**config.mk**
```make
export PLATFORM = sky130hd
export DESIGN_NAME = slice_serial_subtractor
export DESIGN_NICKNAME = d
export VERILOG_FILES = /design/src/rtl/slice_serial_subtractor.sv
export SDC_FILE = /design/constraint.sdc
export NUM_CORES = 1
export LEC_CHECK = 0
export ABC_AREA = 0
export BUFFER_PORTS_ARGS = -buffer_cell sky130_fd_sc_hd__buf_2
export CELL_PAD_IN_SITES_DETAIL_PLACEMENT = 1
export CELL_PAD_IN_SITES_GLOBAL_PLACEMENT = 2
export CORE_MARGIN = 1
export CORE_UTILIZATION = 35
export CTS_CLUSTER_SIZE = 28
export DETAILED_ROUTE_END_ITERATION = 6
export PLACE_DENSITY_LB_ADDON = 0.25
export SYNTH_ARGS = -nofsm -noshare
export SYNTH_HDL_FRONTEND = slang
export SYNTH_SLANG_ARGS = --single-unit
export TNS_END_PERCENT = 50
```
**constraint.sdc**
```tcl
create_clock -name clk -period 5.38 [get_ports clk]
set_input_delay 1.076 -clock clk [delete_from_list [all_inputs] [get_ports clk]]
set_output_delay 1.076 -clock clk [all_outputs]
set_load 0.05 [all_outputs]
```
**src/rtl/slice_serial_subtractor.sv**
```systemverilog
// Multi-cycle two's-complement subtractor: diff = a - b, evaluated as
// a + ~b + 1 one carry-lookahead slice per clock, LSB slice first.
// The inter-slice carry is held in a register. Valid/ready handshakes
// are used on both the operand side and the result side.
module slice_serial_subtractor #(
  parameter int WIDTH = 15,
  parameter int SLICE = 3
) (
  input  logic             clk,
  input  logic             rst_n,
  input  logic             start_valid,
  output logic             start_ready,
  input  logic [WIDTH-1:0] a,
  input  logic [WIDTH-1:0] b,
  output logic             done_valid,
  input  logic             done_ready,
  output logic [WIDTH-1:0] diff,
  output logic             borrow_out,
  output logic             overflow
);

  localparam int NSL = WIDTH / SLICE;
  localparam int IW  = (NSL > 1) ? $clog2(NSL) : 1;
  localparam int BW  = $clog2(WIDTH + 1);
  localparam logic [IW-1:0] LAST = IW'(NSL - 1);

  typedef enum logic [1:0] {IDLE, RUN, DONE} state_t;

  state_t           state, state_nxt;
  logic [WIDTH-1:0] a_q, nb_q, diff_q;
  logic [IW-1:0]    idx;
  logic             carry_q, borrow_q, ovf_q;
  logic             accept, last;

  logic [BW-1:0]    base;
  logic [SLICE-1:0] sa, sb, p, g, sum;
  logic [SLICE:0]   c;
  logic             term, acc;

  assign start_ready = (state == IDLE);
  assign done_valid  = (state == DONE);
  assign accept      = start_valid && start_ready;
  assign last        = (idx == LAST);
  assign diff        = diff_q;
  assign borrow_out  = borrow_q;
  assign overflow    = ovf_q;

  // Current slice: operand select and lookahead carries.
  // Each carry is a flat sum-of-products of g/p and carry-in, so nothing
  // ripples through the slice; only the registered carry links slices.
  always_comb begin
    base = BW'(idx) * BW'(SLICE);
    sa   = a_q[base +: SLICE];
    sb   = nb_q[base +: SLICE];
    p    = sa ^ sb;
    g    = sa & sb;
    c    = '0;
    term = 1'b0;
    acc  = 1'b0;
    c[0] = carry_q;
    for (int unsigned i = 0; i < SLICE; i++) begin
      term = carry_q;
      for (int unsigned j = 0; j <= i; j++) term = term & p[j];
      acc = term;
      for (int unsigned j = 0; j <= i; j++) begin
        term = g[j];
        for (int unsigned k = j + 1; k <= i; k++) term = term & p[k];
        acc = acc | term;
      end
      c[i+1] = acc;
    end
    sum = p ^ c[SLICE-1:0];
  end

  // State register.
  always_ff @(posedge clk or negedge rst_n) begin
    if (!rst_n) state <= IDLE;
    else        state <= state_nxt;
  end

  // Next-state logic.
  always_comb begin
    state_nxt = state;
    case (state)
      IDLE:    if (accept) state_nxt = RUN;
      RUN:     if (last) state_nxt = DONE;
      DONE:    if (done_ready) state_nxt = IDLE;
      default: state_nxt = IDLE;
    endcase
  end

  // Operand capture, per-slice result write-back and final flags.
  always_ff @(posedge clk or negedge rst_n) begin
    if (!rst_n) begin
      a_q      <= '0;
      nb_q     <= '0;
      diff_q   <= '0;
      idx      <= '0;
      carry_q  <= 1'b1;
      borrow_q <= 1'b0;
      ovf_q    <= 1'b0;
    end else if (accept) begin
      a_q      <= a;
      nb_q     <= ~b;
      diff_q   <= '0;
      idx      <= '0;
      carry_q  <= 1'b1;
      borrow_q <= 1'b0;
      ovf_q    <= 1'b0;
    end else if (state == RUN) begin
      diff_q[base +: SLICE] <= sum;
      carry_q               <= c[SLICE];
      if (last) begin
        idx      <= '0;
        borrow_q <= ~c[SLICE];
        // b's sign is recovered from the stored complement.
        ovf_q    <= (a_q[WIDTH-1] ^ ~nb_q[WIDTH-1]) & (a_q[WIDTH-1] ^ sum[SLICE-1]);
      end else begin
        idx <= idx + IW'(1);
      end
    end
  end

endmodule

```
==> out/metrics.csv <==
metric,value,unit
antenna_found_initial,0,
fin_crit_sh,79.9,%
layout_min_cycle_time,4.30,ns
drtIter0Drc,92,
critPathKind,flop to flop,
status,"finished, final reports clean",
dr.pass1.iters,4,
synth_area,0.00360,mm^2
grt_max_degree,58,
slew_headroom,25.2,%
die_height,103,um
holdPathStages,2,
slew_violations,0,
routed_wl,9450,um
num_io_pins,53,
dpl.hpwl,6760,um
fmax,233,MHz
synth_seq_area_share,36.9,%
grt_first_pass_wirelength,15400,um
vias_per_cell,5.39,
drc,0,
tns,0,ns
critical_path.max_fanout,14,
first_global_vias,3002,
nets,475,
gp_congestion,0.877,
vias,3034,
cts.sinks,53,
cts_resized,0,
hold_viol,0,
hold_path.class,flop to flop,
die_area,0.0107,mm^2
coreArea,0.00986,mm^2
worstMarginPinSlew,1.12,ns
start_util,36.5,%
grt_usage,18.9,%
htree_levels,2,
antenna-diode-count,0,
rsz0062_at_grt,no,
num_rows,36,
cts-root-buf,clkbuf_8,
clkTransAtPathRegs,0.11,ns
ys_ff_latch,53,
worstPathRequired,5.58,ns
portBuffers,52,
drive_gt1_share,22.6,%
synth_nets,437,
final_cell_mix,"97 x nand2_1, 52 x dfrtp_1, 52 x buf_2",
ys_warn_count,0,
reg2reg_to,diff[13]$_DFFE_PN0P_,
synth_enable_flop_cells,0,
rrSetupSlack,1.08,ns
chipWidth,103,um
syn-instance-count,391,
cts.repair_timing.setup_buffer_count,0,
ys.flop_type,dfrtp_1,
synth_cell_types,65,
clk_latency,0.32,ns
synthArstFlopShare,100,%
numCtsBuffers,5,
startpoint_type,flop,
final_common_cell,nand2_1,
ctsHoldBuffers,0,
holdPathEnd,overflow$_DFFE_PN0P_,
cp-end-kind,flop,
setup_viol_count_final,0,
cap_violations,0,
worstHoldStart,overflow$_DFFE_PN0P_,
synthToLayoutAreaGrowth,11.7,%
clk_path_buf_depth,2,
cts_tree,yes,
post_synth.cell_area_avg,9.21,um^2
r2r-start,idx[1]$_DFFE_PN0P_,
cp.arrival,4.50,ns
wl_per_cell,16.8,um
fin_skew,0.0133,ns
grt-ovfl-total,0,
ant_nets,0,
reg2reg_depth,12,
worst max path at each step:
stage,depth (start not counted),slack (ns),from,to
finish,12,1.08,idx[1]$_DFFE_PN0P_,diff[13]$_DFFE_PN0P_
global placement,12,1.18,idx[1]$_DFFE_PN0P_,diff[5]$_DFFE_PN0P_
CTS,12,1.03,idx[1]$_DFFE_PN0P_,diff[7]$_DFFE_PN0P_
global route,12,0.77,idx[1]$_DFFE_PN0P_,diff[13]$_DFFE_PN0P_
detailed placement,12,1.06,idx[1]$_DFFE_PN0P_,diff[7]$_DFFE_PN0P_
floorplan,16,1.66,idx[0]$_DFFE_PN0P_,diff[7]$_DFFE_PN0P_
registers in the layout (all words and copies together) (netlist names):
| signal | count |
|---|---|
| a_q | 15 |
| nb_q | 15 |
| idx | 3 |
| overflow | 1 |
| borrow_out | 1 |
| state | 2 |
| carry_q | 1 |
| diff | 15 |
final cells by class:
| type | count | area, um^2 |
|---|---|---|
| Fill cell | 1174 | 5840 |
| Multi-Input combinational cell | 301 | 2070 |
| Sequential cell | 53 | 1330 |
| Timing Repair Buffer | 58 | 305 |
| Tap cell | 133 | 166 |
| Clock buffer | 5 | 68.8 |
| Clock inverter | 3 | 50.0 |
| Inverter | 10 | 37.5 |
cells by family after synthesis:
| logic type | share of synthesized area, % |
|---|---|
| XOR/XNOR | 1.18 |
| AND/OR/NAND/NOR | 19.2 |
| multiplexers | 14.8 |
| flip-flops | 36.9 |
| buffers and inverters | 5.80 |
| adder cells (fa/ha/maj) | 4.59 |
| AO/OA/AOI/OAI | 17.6 |
cells in the mapped netlist, types with 3 or more instances:
| library cell | n | area, um^2 |
|---|---|---|
| a21oi_1 | 17 | 85.1 |
| nor3_1 | 5 | 25.0 |
| nor2_1 | 14 | 52.6 |
| o21ai_0 | 36 | 180 |
| clkbuf_1 | 10 | 37.5 |
| a221o_1 | 3 | 30.0 |
| nand2_1 | 98 | 368 |
| dfrtp_1 | 52 | 1300 |
| mux2_2 | 7 | 78.8 |
| nand3_1 | 8 | 40.0 |
| ha_1 | 10 | 125 |
| nor4_1 | 3 | 18.8 |
| a31oi_1 | 4 | 25.0 |
| nand4_1 | 4 | 25.0 |
| mux2i_1 | 18 | 180 |
| buf_6 | 4 | 45.0 |
| a211oi_1 | 3 | 22.5 |
| buf_2 | 7 | 35.0 |
| inv_1 | 9 | 33.8 |
| nor2b_1 | 5 | 31.3 |
| and3_1 | 3 | 18.8 |
| mux4_2 | 11 | 248 |
| buf_4 | 4 | 30.0 |
worst max-delay path: stages (launching register included):
cell,delay (ns)
dfrtp_1,0.44
ha_1,0.26
fa_1,0.82
clkinv_1,0.44
a311o_1,0.37
o21ai_0,0.13
ha_1,0.30
ha_1,0.19
o21ai_0,0.26
o2bb2ai_1,0.35
o22ai_1,0.17
o21a_1,0.22
a32o_1,0.21
through the flow:
step	cell area, um^2	utilization (%)	hold slack (ns)	std cells	worst slack (ns)
final	4020	40.8	0.480	563	1.08
after global routing	4020	40.8	0.544	563	0.768
after CTS	4020	40.8	0.492	563	1.03
after detailed placement	3900	39.6	0.467	555	1.06
after global placement	3900	39.6	0.453	555	1.18
after floorplan	3600	-	0.441	391	1.66
routing by layer:
metal / global-route usage (%) / routed length [um]
met4: 6.72 / 206
met1: 24.7 / 4400
met2: 32.1 / 4650
met3: 2.35 / 200
met5: 0 / 0
Power is not shown: default switching activity piles up to over one toggle a cycle in this logic, so the estimate is an artifact.
